[src/rtl/fetch_unit.sv]
// SAP-1 instruction-fetch datapath: program counter, MAR, 16x8 program RAM and IR.
// Drives the shared W-bus from PC, RAM or IR operand and returns the opcode nibble.
module fetch_unit (
    input  logic       clk,
    input  logic       clr_n,
    input  logic       CP,
    input  logic       EP,
    input  logic       Lm_n,
    input  logic       CE_n,
    input  logic       LI_n,
    input  logic       EI_n,
    input  logic       j,
    input  logic       HLT_E,
    input  logic [7:0] bus_in,
    output logic [7:0] bus_out,
    output logic       bus_oe,
    output logic       bus_conflict,
    output logic [3:0] ins_out,
    output logic [3:0] pc,
    output logic [3:0] mar,
    output logic       halted,
    input  logic       prog_en,
    input  logic       prog_we,
    input  logic [3:0] prog_addr,
    input  logic [7:0] prog_data
);

    logic [3:0] pc_q, pc_d;
    logic [3:0] mar_q, mar_d;
    logic [7:0] ir_q, ir_d;
    logic       halted_q;
    logic [7:0] ram [16];

    logic frozen;
    logic load_en;
    logic ep_on, ce_on, ei_on;

    assign frozen  = halted_q | prog_en;
    // A halt request suppresses every register load on the edge that sets halted.
    assign load_en = ~frozen & ~HLT_E;

    assign ep_on = EP & ~frozen;
    assign ce_on = ~CE_n & ~frozen;
    assign ei_on = ~EI_n & ~frozen;

    always_comb begin
        bus_out = 8'h00;
        if (ep_on) begin
            bus_out = {4'h0, pc_q};
        end else if (ce_on) begin
            bus_out = ram[mar_q];
        end else if (ei_on) begin
            bus_out = {4'h0, ir_q[3:0]};
        end
    end

    assign bus_oe       = ep_on | ce_on | ei_on;
    assign bus_conflict = (ep_on & ce_on) | (ep_on & ei_on) | (ce_on & ei_on);

    always_comb begin
        pc_d  = pc_q;
        mar_d = mar_q;
        ir_d  = ir_q;
        if (load_en) begin
            if (j) begin
                pc_d = bus_in[3:0];
            end else if (CP) begin
                pc_d = pc_q + 4'd1;
            end
            if (!Lm_n) begin
                mar_d = bus_in[3:0];
            end
            if (!LI_n) begin
                ir_d = bus_in;
            end
        end
    end

    always_ff @(posedge clk or negedge clr_n) begin
        if (!clr_n) begin
            pc_q     <= 4'h0;
            mar_q    <= 4'h0;
            ir_q     <= 8'h00;
            halted_q <= 1'b0;
        end else begin
            pc_q  <= pc_d;
            mar_q <= mar_d;
            ir_q  <= ir_d;
            if (HLT_E) begin
                halted_q <= 1'b1;
            end
        end
    end

    // RAM contents survive reset; the only write path is program-load mode.
    always_ff @(posedge clk) begin
        if (prog_en && prog_we) begin
            ram[prog_addr] <= prog_data;
        end
    end

    assign ins_out = ir_q[7:4];
    assign pc      = pc_q;
    assign mar     = mar_q;
    assign halted  = halted_q;

endmodule

[config.mk]
export PLATFORM = sky130hd
export DESIGN_NAME = fetch_unit
export DESIGN_NICKNAME = d
export VERILOG_FILES = /design/src/rtl/fetch_unit.sv
export SDC_FILE = /design/constraint.sdc
export NUM_CORES = 1
export LEC_CHECK = 0
export BUFFER_PORTS_ARGS = -buffer_cell sky130_fd_sc_hd__buf_2
export CAP_MARGIN = 20
export CORE_MARGIN = 3
export CORE_UTILIZATION = 53
export CTS_CLUSTER_DIAMETER = 100
export DETAILED_ROUTE_END_ITERATION = 10
export PLACE_DENSITY = 0.75
export RECOVER_POWER = 50
export SYNTH_ARGS = -nofsm -noshare
export SYNTH_HDL_FRONTEND = slang
export SYNTH_SLANG_ARGS = --single-unit
[constraint.sdc]
create_clock -name clk -period 1.7 [get_ports clk]
set_input_delay 0.34 -clock clk [delete_from_list [all_inputs] [get_ports clk]]
set_output_delay 0.34 -clock clk [all_outputs]
set_load 0.005 [all_outputs]
## Yosys cells after proc, flatten, opt, wreduce, memory -nomap -nowiden

Memories as Yosys holds them, arrays and structs flattened.
Index checks and enable logic that the tools add are counted.

| word-level totals | value |
|---|---|
| register bits | 17 |
| memories kept | 1 |
| word-level logic and storage cells | 36 |
| output and inout bits | 23 |
| memory bits (writable) | 128 |

Memory list:

| memory | words | bits a word | read ports | clocked after memory_dff | write ports | line | source |
|---|---|---|---|---|---|---|---|
| ram | 16 | 8 | 1 | 0 | 1 | 32 | `logic [7:0] ram [16];` |

| operators by class | value |
|---|---|
| $add $sub $neg | 1 |
| reduce and logical (&&, ||, !) cells | 5 |
| multiplexer cells | 7 |
| bitwise operators | 18 |

Operator list:

| cell | count |
|---|---|
| 8-bit 2-to-1 mux | 2 |
| 4-bit 2-to-1 mux | 3 |
| 1-bit bitwise AND | 7 |
| 1-bit NOT | 6 |
| 2-bit AND reduction | 3 |
| 1-bit bitwise OR | 5 |
| 4-bit by 1-bit adder with 4-bit output (second input constant) | 1 |
| 1-bit 2-to-1 mux | 2 |
| 2-bit nonzero test | 1 |
| 1-bit logical AND | 1 |

## Logic depth before layout (Yosys ltp)

Gate-level depths: netlist (run 1).

| logic depth | value |
|---|---|
| depth after elaboration | 6 |
| mapped depth | 6 |
| depth with buffers taken out | 4 |

## Least setup slack after synthesis (run 1)

No wires, ideal clock.

| path | value |
|---|---|
| path type | input -> register |
| start | input prog_addr[2] |
| end | memory ram[0][0] (enable) |
| setup slack | -53 ps |
| cell stages on the path | 2 |
| library setup time | 383 ps |
| data required time | 1317 ps |
| arrival time | 1370 ps |
| cell sequence | or3_1 nor3_1 |

RTL lines:

| what | line | source |
|---|---|---|
| from (decl) | 24 | `input logic [3:0] prog_addr,` |
| to (decl) | 32 |  |

Straight into the memory's write port.

## Worst setup path in the final report (run 1)

| path | value |
|---|---|
| start | register mar_q[1], in the netlist mar[1] |
| end | output bus_out[5] |

| on the way | value |
|---|---|
| longest elaborated chain between the ends | 3 |

Ends and longest elaborated chain:

| what | line | source |
|---|---|---|
| from (decl) | 29 | `logic [3:0] mar_q, mar_d;` |
| from (signal assigned) | 87 | `mar_q <= mar_d;` |
| memory 16 x 8 bit | n/a |  |
| 8-bit 2-to-1 mux | 50 | `end else if (ce_on) begin` |
| 8-bit 2-to-1 mux | 48 | `if (ep_on) begin` |
| to (decl) | 15 | `output logic [7:0] bus_out,` |

Every way passes these cells.

==> results of run 1 <==
## worst paths after layout
path | from | to | slack (ns) | cells after the start
worst max-delay path | mar[1]$_DFFE_PN0P_ | bus_out[5] | -0.79 | 5
worst min-delay path | bus_in[7] | ir_q[7]$_DFFE_PN0P_ | 0.05 | 2
worst max register to register | halted$_DFFE_PN0P_ | ir_q[2]$_DFFE_PN0P_ | 0.01 | 6
worst min register to register | ir_q[7]$_DFFE_PN0P_ | ir_q[7]$_DFFE_PN0P_ | 0.51 | 1
max in group asynchronous | clr_n | mar[3]$_DFFE_PN0P_ | 0.59 | 2
min in group asynchronous | clr_n | pc[0]$_DFFE_PN0P_ | 0.48 | 2
## layout by cell type, fill, tap and decap left out, types with 4 or more instances in the layout
cell type | synthesis | final
a21oi_1 | 4 | 4
a22oi_1 | 11 | 7
a22oi_2 | 0 | 4
buf_12 | 0 | 4
buf_2 | 1 | 45
buf_4 | 10 | 42
buf_6 | 1 | 4
clkbuf_1 | 2 | 11
clkbuf_16 | 0 | 17
clkinv_2 | 0 | 4
clkinvlp_4 | 0 | 4
dfrtp_1 | 17 | 15
edfxtp_1 | 128 | 128
mux2_2 | 12 | 12
mux2i_1 | 32 | 25
mux2i_2 | 0 | 7
mux4_2 | 23 | 23
nand2_1 | 6 | 6
nor2_1 | 19 | 18
nor3_1 | 7 | 5
o22ai_1 | 4 | 4
## timing repair
action	4_1_cts	5_1_grt
endpoints found under the setup margin	11	11
hold buffers	1	0
hold endpoints to repair	17	0
pin swaps	5	7
gates resized for setup	9	23
cloned	1	0
setup buffers	1	4
## layer usage
layer | share of wire | wire [um]
met1 | 0.41 | 5250
met2 | 0.49 | 6340
met3 | 0.076 | 979
met4 | 0.019 | 246
met5 | 0 | 0
## final cells by class
type | count | area (sq um)
Fill cell | 717 | 3500
Inverter | 2 | 7.51
Timing Repair Buffer | 109 | 768
Sequential cell | 145 | 4270
Clock inverter | 13 | 91.3
Clock buffer | 19 | 422
Tap cell | 140 | 175
Multi-Input combinational cell | 160 | 1650
## registers in the layout, indices dropped and copies added, names as in the netlist
name    count
ram       128
ir_q        8
mar         4
pc          4
halted      1
## synthesized netlist by cell type, types with 2 or more instances
cell      number
edfxtp_1     128
mux2i_1       32
mux4_2        23
nor2_1        19
dfrtp_1       17
mux2_2        12
a22oi_1       11
buf_4         10
nor3_1         7
nand2_1        6
a21oi_1        4
nand2b_1       4
nand3_1        4
o22ai_1        4
nand3b_1       3
nand4_1        3
o211ai_1       3
o21ai_0        3
a31oi_1        2
and2_1         2
buf_1          2
clkbuf_1       2
inv_1          2
nor3_4         2
o221a_1        2
## power groups by stage
stage	clock network, mW	registers (mW)	logic, mW
2_1_floorplan	0	4.03	0.244
3_3_place_gp	0	4.04	0.437
3_5_place_dp	0	4.04	0.454
4_1_cts	3.21	3.97	0.474
5_1_grt	3.40	3.98	0.533
6_report	3.17	3.98	0.495
## cell families (layout without fill, tap and decap cells)
group / Yosys count / in the layout / synth area share
AND/OR/NAND/NOR: 61 / 61 / 0.0592
adder cells (fa/ha/maj): 2 / 2 / 0.00379
buffers and inverters: 18 / 143 / 0.0192
multiplexers: 67 / 67 / 0.164
AO/OA/AOI/OAI: 30 / 30 / 0.0354
flip-flops: 145 / 145 / 0.719
## worst max-delay path, stage by stage (launching register included)
cell,delay (ns)
dfrtp_2,0.48
buf_12,0.16
mux4_2,0.54
mux2i_2,0.21
o22ai_1,0.10
buf_2,0.14
## metrics by stage
step,power (mW),setup slack [ns],hold slack [ns]
global placement,4.48,-0.219,0.290
global route,7.91,-0.894,0.0201
CTS,7.66,-0.839,0.0294
detailed placement,4.50,-0.254,0.291
floorplan,4.28,0.00876,0.0444
finish,7.64,-0.792,0.0526
==> results.json, run 1 <==
{
  "status": "finished with violations",
  "violations": "negative setup slack",
  "ir_worst_vdd_uv": 588,
  "cts.sinks": 145,
  "gp_congestion": 0.830,
  "dp.cells": 550,
  "layout-drive-gt1-share": 0.422,
  "htreeDepth": 4,
  "tightest_slew_ns": 0.936,
  "finalCriticalPeriod_ns": 2.49,
  "synth.distinct_cells": 41,
  "dr.pass1.iters": 5,
  "setup_ws_ns": -0.792,
  "drtIter0Drc": 313,
  "yosysTopAreaCellShare": 0.647,
  "layoutNonFillerInstCount": 588,
  "antenna_found_initial": 0,
  "viasPerCell": 5.88,
  "cp.required_ns": 1.36,
  "route.vias.total": 3455,
  "die_y_um": 112,
  "area_delta_synth_final_pct": 24.3,
  "grt_max_degree": 19,
  "ant_nets": 0,
  "hpwl_mm": 8.73,
  "critical_path_class": "reg2out",
  "synth_flop_cell": "edfxtp_1",
  "cts_buffer_depth": 2,
  "internal_power_mw": 5.96,
  "hold_viol": 0,
  "rsz0062_at_grt": "true",
  "synth-async-reset-ratio": 0.117,
  "fin_crit_sh": 1.47,
  "p_per_area_nw_per_um2": 1030,
  "met2_usage": 0.333,
  "switchingPower_mw": 1.68,
  "grtUsageMet3": 0.0707,
  "fmax_mhz": 401,
  "grt_pass1_wl_mm": 19.9,
  "p_comb_frac": 0.065,
  "hold_class": "in2reg",
  "synth_edf_count": 128,
  "fin_worst_skew_ns": 0.00494,
  "p_seq_frac": 0.521,
  "nets": 468,
  "dpl_cell_area_sq_um": 6700,
  "syn_inst": 323,
  "diodes": 0,
  "setup.worst_path.start_class": "flip-flop",
  "crit_path_end_kind": "output pin",
  "synth.area.top_cells": "edfxtp_1, mux4_2, dfrtp_1, mux2i_1, mux2_2",
  "cts_tree": "yes",
  "rows": 38,
  "numCtsBuffers": 17,
  "pwr-share-clk": 0.415,
  "synth.largest_area_cell": "edfxtp_1",
  "final_area_sq_um": 7390,
  "root_buffer": "clkbuf_8",
  "start_util": 0.546,
  "io_pins": 55,
  "grtUsageMet1": 0.285,
  "cp_max_fo": 6,
  "die_w_um": 112,
  "dieArea_sq_um": 12500,
  "final_util": 0.678,
  "grt-ovfl-total": 0,
  "setup_viol": 10,
  "clk_pin_slew_ns": 0.06,
  "clock_latency_ns": 0.52,
  "slew_violations": 0,
  "ys_seq_elements": 145,
  "synth_seq_area_share": 0.719,
  "grtUsageTotal": 0.215,
  "syn_area_per_cell_sq_um": 18.4,
  "io_buffers": 54,
  "p_leak_nw": 2.63,
  "drv_cap": 0,
  "relSlewSlack": 0.376,
  "grt_pass1_vias": 3501,
  "route.detailed.drc": 0,
  "ys_warn_count": 0,
  "busiest_layer": "met2",
  "finalSetupTns_ns": -6.45,
  "routed_wl_mm": 12.8,
  "avgRoutedWirePerCell_um": 21.8,
  "synth_fp_nets": 356,
  "critPathArrivalTime_ns": 2.15,
  "p_sw_frac": 0.220,
  "netlist_area_sq_um": 5940,
  "core-area_sq_um": 10900
}
No activity file was read; power rests on OpenSTA's default activity.
==> run 2: changes to the inputs <==
TNS_END_PERCENT = 1   (was unset)
==> run 2 against run 1 <==
  * Sequential share of layout area fell by 0.23 points
  * Sequential power barely moved
  * Highest routed layer unchanged
  * The run still ends with negative setup slack left
  * Register-to-register slack improved by 0.04 ns
  * Global-route usage barely moved
  * Hold slack worse by 0.0040 ns
  * Routed wire length is 0.36% higher
  * Critical path type unchanged
==> results.json, run 2 (synthesis gave the netlist of run 1 again) <==
{
  "antenna_found_initial": 0,
  "p_leak_nw": 2.62,
  "layout_commonest_cell": "edfxtp_1",
  "grtUsageTotal": 0.215,
  "htreeDepth": 4,
  "hold_class": "in2reg",
  "nets": 462,
  "hold_viol": 0,
  "route.vias.total": 3447,
  "status": "finished with violations",
  "violations": "negative setup slack",
  "start_util": 0.546,
  "finalCriticalPeriod_ns": 2.48,
  "layout-drive-gt1-share": 0.403,
  "r2r_setup_slack_ns": 0.05,
  "place_ws_ns": -0.289,
  "fin_crit_sh": 1.46,
  "final_cell_mix": "edfxtp_1, buf_2, buf_4",
  "cp.required_ns": 1.36,
  "drv_cap": 0,
  "drtIter0Drc": 359,
  "grt_pass1_vias": 3507,
  "route.detailed.drc": 0,
  "viasPerCell": 5.92,
  "io_pins": 55,
  "holdPathStages": 2,
  "hpwl_mm": 8.54,
  "numCtsBuffers": 17,
  "tightest_slew_ns": 1.14,
  "grt_max_degree": 24,
  "setup.worst_path.start_class": "flip-flop",
  "cts.sinks": 145,
  "setup_viol": 11,
  "grt-ovfl-total": 0,
  "finalSetupTns_ns": -6.67,
  "cp_max_fo": 8,
  "routed_wl_mm": 12.9,
  "area_delta_synth_final_pct": 24.8,
  "rr_worst_depth": 6,
  "critical_path_class": "reg2out",
  "root_buffer": "clkbuf_8",
  "dieArea_sq_um": 12500,
  "clock_latency_ns": 0.52,
  "min_to": "ir_q[5]$_DFFE_PN0P_",
  "core-area_sq_um": 10900,
  "relSlewSlack": 0.242,
  "rows": 38,
  "largestRegisters": "ram (128), ir_q (8)",
  "setup_ws_ns": -0.781,
  "largest-register": "ram",
  "critPathArrivalTime_ns": 2.14,
  "crit_path_end_kind": "output pin",
  "die_y_um": 112,
  "whs_ns": 0.0486,
  "diodes": 0,
  "fillCellCount": 672,
  "grt_pass1_wl_mm": 19.7,
  "avgRoutedWirePerCell_um": 22.1,
  "largest_register_ffs": 128,
  "ant_nets": 0,
  "ir_worst_vdd_uv": 733,
  "slew_violations": 0,
  "fmax_mhz": 403,
  "die_w_um": 112,
  "cts_tree": "yes",
  "dr.pass1.iters": 5,
  "post_cts_buffers": 0,
  "io_buffers": 54,
  "holdCritStartpoint": "bus_in[5]",
  "fin_worst_skew_ns": 0.00592,
  "p_per_area_nw_per_um2": 1090,
  "rsz0062_at_grt": "true",
  "clk_pin_slew_ns": 0.06,
  "r2r-end": "ir_q[2]$_DFFE_PN0P_",
  "gp_congestion": 0.840,
  "reg2reg_from": "halted$_DFFE_PN0P_",
  "cts_buffer_depth": 2
}
[run 2: cell count changes in the layout (fill, tap and decap cells not counted), moves of 3 or more]
cell	before	now
bufinv_16	0	3
mux2i_2	7	4
buf_4	42	36
clkinvlp_4	4	1
clkbuf_1	11	16
[run 2: worst max-delay path, cell delays in order (launching register included)]
cell	delay, ns
dfrtp_2	0.46
buf_12	0.17
mux4_2	0.52
mux2i_2	0.21
o22ai_2	0.11
buf_2	0.15
[run 2: metal layers]
| layer | track usage | wire length (um) | vias to the layer above |
|---|---|---|---|
| met1 | 0.296 | 5330 | 1731 |
| met2 | 0.321 | 6170 | 172 |
| met3 | 0.0668 | 1070 | 26 |
| met5 | 0 | 0 | - |
| li1 | - | - | 1518 |
| met4 | 0.0916 | 293 | 0 |
[run 2: power breakdown]
group / internal (mW) / switching [mW]
clock network: 2.27 / 1.32
registers: 3.94 / 0.0350
logic: 0.232 / 0.264
[run 2: repair_timing]
action | 4_1_cts | 5_1_grt
gates resized for setup | 15 | 16
cloned | 1 | 0
pin swaps | 7 | 2
hold endpoints to repair | 17 | 0
endpoints found under the setup margin | 15 | 21
hold buffers | 1 | 0
[run 2: layout make-up]
type,count,area [sq um],area share
clock buffers,22,443,0.0597
clock inverters,10,139,0.0187
inverters,2,7.51,0.00101
flip-flops and latches,145,4270,0.576
multi-input cells,160,1660,0.224
repair buffers,103,716,0.0965
well taps,140,175,0.0236
[run 2: how the worst max path moves through the flow]
| stage | startpoint | to | depth (start not counted) |
|---|---|---|---|
| 3_3_place_gp | mar[1]$_DFFE_PN0P_ | bus_out[7] | 5 |
| 2_1_floorplan | mar[1]$_DFFE_PN0P_ | bus_out[6] | 4 |
| 3_5_place_dp | mar[0]$_DFFE_PN0P_ | bus_out[2] | 7 |
| 6_report | mar[1]$_DFFE_PN0P_ | bus_out[4] | 5 |
| 4_1_cts | mar[1]$_DFFE_PN0P_ | bus_out[4] | 5 |
| 5_1_grt | mar[1]$_DFFE_PN0P_ | bus_out[2] | 7 |
[run 2: per-stage QoR]
step                      total power [mW]  area [sq um]   util  cells
final                                 8.06          7420  0.681    582
after global routing                  8.32          7420  0.681    582
after CTS                             8.10          7370  0.677    582
after detailed placement              4.49          6690  0.614    548
after global placement                4.48          6690  0.614    548
after floorplan                       4.28          5950      -    323
==> run 3: changes to the inputs <==
ABC_AREA = 1   (was unset)
CORE_ASPECT_RATIO = 1.4   (was unset)
CORE_MARGIN = 4   (was 3)
==> run 3 against run 2 <==
  * The run still ends with negative setup slack left
  * Largest power group is now the clock network
  * Cell count grew 44%
  * Clock-buffer cell count shrank 5
  * Via count grew 39%
==> results.json, run 3 <==
{
  "p_leak_nw": 3.31,
  "ant_nets": 0,
  "synth-async-reset-ratio": 0.117,
  "synthAdderAreaFrac": 0.00200,
  "cts_buffer_depth": 2,
  "critPathArrivalTime_ns": 2.03,
  "gp_congestion": 0.907,
  "crit_path_end_kind": "output pin",
  "fin_worst_skew_ns": 0.00614,
  "grt-ovfl-total": 0,
  "synth_top_family_by_area": "simple AND/OR/NAND/NOR gates",
  "layoutNonFillerInstCount": 839,
  "start_util": 0.546,
  "route.vias.total": 4788,
  "synth-xor-area-share": 0.00280,
  "synth_seq_area_share": 0.683,
  "internal_power_mw": 7.06,
  "setup_viol": 10,
  "finalCriticalPeriod_ns": 2.37,
  "drtIter0Drc": 570,
  "largest_register_ffs": 128,
  "cp.required_ns": 1.36,
  "routed_wl_mm": 16.2,
  "final_cell_mix": "nand2_1, edfxtp_1, inv_1",
  "status": "finished with violations",
  "hold_class": "in2reg",
  "relSlewSlack": 0.387,
  "dieArea_sq_um": 13600,
  "synth.most_common_cell": "nand2_1",
  "dr.pass1.iters": 5,
  "syn_area_per_cell_sq_um": 10.5,
  "reg2reg_from": "halted$_DFFE_PN0P_",
  "p_seq_frac": 0.450,
  "synth_commonest_cells": "nand2_1, edfxtp_1, nor2_1",
  "synth_fp_nets": 629,
  "syn_inst": 596,
  "grt_pass1_wl_mm": 24.2,
  "diodes": 0,
  "cts.sinks": 145,
  "drv_cap": 0,
  "io_buffers": 54,
  "p_sw_frac": 0.203,
  "core-area_sq_um": 11500,
  "synth_flop_cell": "edfxtp_1",
  "largest-register": "ram",
  "dp.cells": 798,
  "htreeDepth": 4,
  "slew_violations": 0,
  "grt_pass1_vias": 4854,
  "setup_ws_ns": -0.668,
  "synth.area.mux_share": 0.00840,
  "nets": 717,
  "holdCritStartpoint": "HLT_E",
  "finalPower_mw": 8.85,
  "clock_latency_ns": 0.41,
  "synth.area.top_cells": "edfxtp_1, nand2_1, dfrtp_1, nand3_1, nor2_1",
  "hpwl_mm": 9.78,
  "critical_path_class": "reg2out",
  "final_util": 0.683,
  "layout-drive-gt1-share": 0.216,
  "p_comb_frac": 0.074,
  "final_area_sq_um": 7820,
  "whs_ns": 0.143,
  "netlist_area_sq_um": 6250,
  "ys_seq_elements": 145,
  "io_pins": 55,
  "violations": "negative setup slack",
  "layout_commonest_cell": "nand2_1",
  "tightest_slew_ns": 0.919,
  "root_buffer": "clkbuf_16",
  "rsz0062_at_grt": "true",
  "fin_crit_sh": 1.39,
  "largestRegisters": "ram (128), ir_q (8)",
  "fmax_mhz": 422,
  "die_w_um": 99.8,
  "ys_warn_count": 0,
  "setup.worst_path.start_class": "flip-flop",
  "startpoint": "mar[0]$_DFFE_PN0P_",
  "yosys.area_share.simple": 0.179,
  "ir_worst_vdd_uv": 903,
  "synth.largest_area_cell": "edfxtp_1",
  "grt_max_degree": 25,
  "pwr-share-clk": 0.477,
  "switchingPower_mw": 1.80,
  "avgRoutedWirePerCell_um": 19.3,
  "antenna_found_initial": 0,
  "numCtsBuffers": 17,
  "synth-compound-area-share": 0.0594,
  "clk_pin_slew_ns": 0.06,
  "dpl_cell_area_sq_um": 6860,
  "synth_edf_count": 128,
  "p_per_area_nw_per_um2": 1130,
  "cts_tree": "yes",
  "yosysTopAreaCellShare": 0.615,
  "area_delta_synth_final_pct": 25.1,
  "route.detailed.drc": 0,
  "synth.distinct_cells": 26,
  "grtUsageTotal": 0.238,
  "hold_viol": 0,
  "rows": 46,
  "cp_max_fo": 12,
  "viasPerCell": 5.71,
  "die_y_um": 137
}
[run 3: changes by cell type after synthesis, sizes merged, moves of 23 or more]
cell / previous run / this run
nor2: 19 / 69
nand3: 4 / 58
o21ai: 3 / 51
mux4: 23 / 0
mux2i: 32 / 0
inv: 2 / 69
nand2: 6 / 142
[run 3: metrics by stage]
step                setup TNS (ns)  setup WS, ns
global route                 -6.13        -0.776
floorplan                        0        0.0659
global placement            -0.645        -0.124
finish                       -5.25        -0.668
CTS                          -4.85        -0.603
detailed placement          -0.952        -0.216
[run 3: critical path: stages (launching register included)]
cell and delay (ns):
dfrtp_2 0.47, buf_4 0.19, buf_12 0.14, o21ai_0 0.26
o22ai_2 0.14, nand2_1 0.08, nand2_1 0.06, nor2_1 0.08
nor2_1 0.06, buf_2 0.12
[run 3: cell type report]
type	count	area, sq um
Sequential cell	145	4270
Fill cell	770	3630
Multi-Input combinational cell	352	1670
Timing Repair Buffer	99	772
Clock buffer	17	425
Inverter	69	267
Clock inverter	13	241
Tap cell	144	180
[run 3: timing repair]
item	in CTS	in global routing
pin swaps	4	13
resized for setup	21	30
hold endpoints to repair	17	0
buffers inserted	1	4
hold buffers	1	0
setup endpoints to repair	10	10
gates cloned	2	3
[run 3: logic make-up after synthesis]
group	after synthesis
xor+xnor	2
mux	4
fa+ha+maj	1
simple gates	274
buf+inv	99
flops	145
compound gates	71
[run 3: power groups by stage]
stage	clock (mW)	sequential, mW	combinational (mW)
floorplan	0	4.04	0.294
global placement	0	4.04	0.517
detailed placement	0	4.05	0.536
CTS	4.25	3.98	0.588
global route	4.41	3.98	0.707
finish	4.22	3.98	0.652
[run 3: routing by layer]
layer | vias up | wire (um) | global-route usage
met2 | 287 | 8630 | 0.422
met1 | 2292 | 5850 | 0.254
met5 | - | 0 | 0
met4 | 0 | 552 | 0.134
met3 | 44 | 1170 | 0.0632
li1 | 2165 | - | -
[run 3: worst paths after layout]
kind | endpoint | slack, ns | cells past startpoint
max in group asynchronous | mar[0]$_DFFE_PN0P_ | 0.50 | 2
worst max register to register | ir_q[5]$_DFFE_PN0P_ | 0.15 | 6
worst min-delay path | halted$_DFFE_PN0P_ | 0.14 | 2
worst min register to register | ir_q[0]$_DFFE_PN0P_ | 0.49 | 2
worst max-delay path | bus_out[4] | -0.67 | 9
min in group asynchronous | ir_q[4]$_DFFE_PN0P_ | 0.57 | 2
